--- src/rtl/bit_counter_pkg.sv ---
// Shared definitions for the sequential bit counter: FSM state encoding and
// the width helper used to size counters that must hold a value up to N.
package bit_counter_pkg;

    localparam logic [1:0] S_IDLE = 2'b00;
    localparam logic [1:0] S_RUN  = 2'b01;
    localparam logic [1:0] S_DONE = 2'b10;

    // Bits needed to represent every value from 0 up to and including n.
    function automatic int cnt_width(input int n);
        return $clog2(n + 1);
    endfunction

endpackage

--- src/rtl/bit_counter_seq_chunk_popcount.sv ---
// Combinational popcount of one CHUNK-bit slice; the result is wide enough
// to hold the value CHUNK itself.
module chunk_popcount
    import bit_counter_pkg::*;
#(
    parameter int CHUNK = 1,
    parameter int PC_W  = cnt_width(CHUNK)
) (
    input  logic [CHUNK-1:0] i_bits,
    output logic [PC_W-1:0]  o_count
);

    always_comb begin
        o_count = '0;
        for (int i = 0; i < CHUNK; i++) begin
            o_count = o_count + PC_W'(i_bits[i]);
        end
    end

endmodule

--- src/rtl/bit_counter_seq.sv ---
// Multi-cycle popcount: scans CHUNK bits per cycle from the LSB end and stops
// as soon as the unscanned remainder is zero, then pulses done for one cycle.
module bit_counter_seq
    import bit_counter_pkg::*;
#(
    parameter int WIDTH = 16,
    parameter int CHUNK = 1,
    parameter int CNT_W = $clog2(WIDTH + 1)
) (
    input  logic             clk,
    input  logic             rst,
    input  logic             init,
    input  logic [WIDTH-1:0] data_in,
    input  logic             count_zeros,
    output logic             busy,
    output logic             done,
    output logic [CNT_W-1:0] count
);

    localparam int NCHUNK = WIDTH / CHUNK;
    localparam int CL_W   = cnt_width(NCHUNK);
    localparam int PC_W   = cnt_width(CHUNK);

    logic [1:0]       r_state;
    logic [WIDTH-1:0] r_sreg;
    logic             r_mode;
    logic [CNT_W-1:0] r_acc;
    logic [CL_W-1:0]  r_chunks_left;
    logic [CNT_W-1:0] r_count;

    logic [PC_W-1:0]  w_pc;
    logic [CNT_W-1:0] w_acc_next;
    logic [WIDTH-1:0] w_sreg_shift;
    logic             w_last;

    chunk_popcount #(
        .CHUNK (CHUNK),
        .PC_W  (PC_W)
    ) u_chunk_popcount (
        .i_bits  (r_sreg[CHUNK-1:0]),
        .o_count (w_pc)
    );

    assign w_acc_next   = r_acc + CNT_W'(w_pc);
    assign w_sreg_shift = r_sreg >> CHUNK;
    // Early exit: nothing left above the chunk just counted.
    assign w_last       = (w_sreg_shift == '0) || (r_chunks_left == CL_W'(1));

    always_ff @(posedge clk) begin
        if (rst) begin
            r_state       <= S_IDLE;
            r_sreg        <= '0;
            r_mode        <= 1'b0;
            r_acc         <= '0;
            r_chunks_left <= '0;
            r_count       <= '0;
        end else begin
            case (r_state)
                S_IDLE: begin
                    if (init) begin
                        r_sreg        <= data_in;
                        r_mode        <= count_zeros;
                        r_acc         <= '0;
                        r_chunks_left <= CL_W'(NCHUNK);
                        r_state       <= S_RUN;
                    end
                end
                S_RUN: begin
                    r_acc         <= w_acc_next;
                    r_sreg        <= w_sreg_shift;
                    r_chunks_left <= r_chunks_left - CL_W'(1);
                    if (w_last) begin
                        r_count <= r_mode ? (CNT_W'(WIDTH) - w_acc_next) : w_acc_next;
                        r_state <= S_DONE;
                    end
                end
                S_DONE: r_state <= S_IDLE;
                default: r_state <= S_IDLE;
            endcase
        end
    end

    assign busy  = (r_state == S_RUN);
    assign done  = (r_state == S_DONE);
    assign count = r_count;

endmodule

--- config.mk ---
export PLATFORM = sky130hd
export DESIGN_NAME = bit_counter_seq
export DESIGN_NICKNAME = d
export VERILOG_FILES = /design/src/rtl/bit_counter_pkg.sv /design/src/rtl/bit_counter_seq_chunk_popcount.sv /design/src/rtl/bit_counter_seq.sv
export SDC_FILE = /design/constraint.sdc
export NUM_CORES = 1
export LEC_CHECK = 0
export BUFFER_PORTS_ARGS = -buffer_cell sky130_fd_sc_hd__buf_2
export CELL_PAD_IN_SITES_DETAIL_PLACEMENT = 2
export CELL_PAD_IN_SITES_GLOBAL_PLACEMENT = 2
export CORE_ASPECT_RATIO = 1.4
export CORE_MARGIN = 2
export CORE_UTILIZATION = 29
export DETAILED_ROUTE_END_ITERATION = 8
export PLACE_DENSITY = 0.85
export SYNTH_ARGS = -nofsm -noshare
export SYNTH_HDL_FRONTEND = slang
export SYNTH_SLANG_ARGS = --single-unit
--- constraint.sdc ---
create_clock -name clk -period 1.6 [get_ports clk]
set_input_delay 0.48 -clock clk [delete_from_list [all_inputs] [get_ports clk]]
set_output_delay 0.48 -clock clk [all_outputs]
set_load 0.05 [all_outputs]
==> flow_summary.json <==
{
  "synth_fa_ha_area_frac": 0.0395,
  "dieArea_um2": 6080,
  "finalWirelength_um": 4800,
  "post-place-ws_ns": -0.104,
  "via_per_inst": 5.15,
  "rsz0062_at_grt": "true",
  "max_stage_delay_ns": 0.34,
  "num_vias": 1453,
  "htreeDepth": 2,
  "synth_top_area_frac": 0.430,
  "rows": 31,
  "nets": 240,
  "synth-seq-cells": 34,
  "crit_path_top_delay_cell": "dfxtp_2",
  "cts_tree": "done",
  "drt_iter0_markers": 25,
  "grt_max_degree": 25,
  "drive_above_1_share": 0.319,
  "io_buffers": 26,
  "hold_class": "input port to flip-flop",
  "intPower_uw": 1480,
  "combinationalPowerShare": 0.236,
  "yosysTopAreaCell": "dfxtp_1",
  "overflow": 0,
  "antenna_cells": 0,
  "ys.flop_type": "dfxtp_1",
  "drc": 0,
  "final_util": 0.393,
  "slew_viol_final": 0,
  "gr-usage-all-layers": 0.175,
  "irDropWorstVdd_v": 0.000443,
  "synth_cells": 181,
  "place_inst": 273,
  "tns_ns": 0,
  "cts_hold_buf": 0,
  "synthMostInstantiatedCell": "dfxtp_1",
  "critPathLaunchType": "flip-flop",
  "synth_area_um2": 1580,
  "cp-end-kind": "flip-flop",
  "crit_chain": "ha_4 > ha_4 > inv_4 > ha_4 > nand2b_4 > xnor2_1 > mux2i_1 > nor2_1",
  "yosys_warnings": 0,
  "hpwl_um": 3360,
  "final_cells": 282,
  "cts.path.max_buffers": 2,
  "netSwitchingPower_uw": 675,
  "async_flop_share": 0,
  "status": "finished clean",
  "synthTopCellsByArea": "dfxtp_1 (43%), a21oi_1 (8.2%), a22oi_1 (7.1%)",
  "critPathMaxFanout": 4,
  "fill_cells": 609,
  "p_leak_uw": 0.000777,
  "synth-simple-area-share": 0.220,
  "skew_ns": 0.00741,
  "cpMostUsedCell": "ha_4",
  "setup_ws_ns": 0.0367,
  "post-route-period-util": 0.977,
  "synth.distinct_cells": 39,
  "synth.net_count": 206,
  "grt_pass1_vias": 1612,
  "fin_hold_ws_ns": 0.425,
  "antenna_found_initial": 0,
  "post_drt_wl_per_cell_um": 17.0,
  "avgSynthCellArea_um2": 8.75,
  "timing.fmax_mhz": 640,
  "synth_top_family_by_area": "simple AND/OR/NAND/NOR gates",
  "max_cap_violations": 0,
  "synthXorXnorAreaFrac": 0.0427,
  "insertion_delay_ns": 0.29,
  "synth_compound_area_frac": 0.206,
  "cts_buffers": 5,
  "hold_viol_final": 0,
  "p_sw_frac": 0.313,
  "clkSlewWorstSetupHoldPaths_ns": 0.07,
  "worstMarginPinSlew_ns": 0.455,
  "crit_type": "flip-flop to flip-flop",
  "worstPathArrival_ns": 1.74,
  "min_period_ns": 1.56,
  "cts_root_buffer": "clkbuf_8",
  "synthMuxAreaShare": 0.0126,
  "p_seq_frac": 0.454,
  "io_pins": 27,
  "ant_nets": 0,
  "netlist_top_cells_count": "dfxtp_1 (34), nand2_1 (30), a21oi_1 (26)",
  "areaGrowthSynthToFinish_pct": 29.9,
  "die_h_um": 91.4,
  "synth-seq-area-share": 0.430,
  "initial_utilization": 0.303,
  "grt_first_pass_wirelength_um": 8000,
  "p_per_area_nw_per_um2": 1050,
  "cp.required_ns": 1.77,
  "relSlewSlack": 0.694,
  "power_frac_clock": 0.310,
  "gp_congestion": 0.754,
  "first_pass_iters": 4,
  "setup_violations": 0,
  "dieWidth_um": 66.5,
  "coreArea_um2": 5240,
  "clock-sinks": 34,
  "synth_edf_count": 0
}
-- critical path: cells and delay by family (launching register included) --
family / cells / cell delay, ns
buffers and inverters: 1 / 0.04
muxes: 1 / 0.13
adders and majority gates: 3 / 0.63
DFF: 1 / 0.34
and+or+nand+nor: 2 / 0.18
xor gates and xnor gates: 1 / 0.12
-- path summary, 6_finish.rpt --
check                           slack, ns       end         from  cells past startpoint
worst max-delay path                 0.04  count[2]     r_acc[0]                      8
worst min-delay path                 0.42    r_mode  count_zeros                      3
worst max register to register       0.04  count[2]     r_acc[0]                      8
worst min register to register       0.46  count[0]     count[0]                      2
-- power by group through the flow --
stage | Clock [uW] | Sequential (uW) | Combinational, uW
4_1_cts | 687 | 975 | 486
2_1_floorplan | 0 | 983 | 290
6_report | 669 | 979 | 509
3_3_place_gp | 0 | 984 | 448
3_5_place_dp | 0 | 989 | 462
5_1_grt | 729 | 989 | 560
-- state kept, by name, summed over array words and instances, names as in the netlist --
| name | cells |
|---|---|
| r_chunks_left | 5 |
| r_state | 2 |
| r_sreg | 16 |
| count | 5 |
| r_acc | 5 |
| r_mode | 1 |
-- cell type report --
| class | count | area, um2 | area share |
|---|---|---|---|
| multi-input cells | 132 | 906 | 0.440 |
| flip-flops and latches | 34 | 684 | 0.333 |
| repair buffers | 37 | 260 | 0.126 |
| clock buffers | 7 | 86.3 | 0.0419 |
| well taps | 66 | 82.6 | 0.0401 |
| inverters | 5 | 33.8 | 0.0164 |
| clock inverters | 1 | 5.00 | 0.00243 |
-- placed cells by master (no fill, tap or decap), types with 2 or more instances in the layout --
cell type   n
nand2b_4    2
nor2_1     10
nor3_1      3
buf_4       8
nand2_1    29
inv_1       3
ha_4        3
xnor2_1     4
nor2b_1     3
o31ai_2     2
nand3_1     9
nor4_2      2
buf_2      25
clkbuf_8    6
dfxtp_2     3
a22oi_1    15
mux2i_1     2
dfxtp_1    31
ha_1        2
buf_12      3
o21ai_1     2
a21oi_1    26
-- timing repair --
action,in CTS,in global routing
setup endpoints to repair,5,6
gates resized for setup,9,14
pin swaps,2,5
setup buffers,0,1
-- cell families (layout without fill, tap and decap cells) --
family | count (synthesis) | in the layout
buf+inv | 15 | 50
mux | 2 | 2
simple gates | 68 | 68
compound gates | 51 | 51
flops | 34 | 34
xor+xnor | 6 | 6
fa+ha+maj | 5 | 5
-- routing by layer --
metal  global-route usage  share of wire
met5                    0              0
met1                0.193           0.40
met2                0.315           0.57
met3               0.0297          0.019
met4               0.0765          0.018
-- through the flow --
step                      instance area (um2)  power, uW
after floorplan                          1590       1270
after global placement                   1860       1430
after detailed placement                 1860       1450
after CTS                                1990       2150
after global routing                     2060       2280
final                                    2060       2160
No activity file was read; power rests on OpenSTA's default activity.
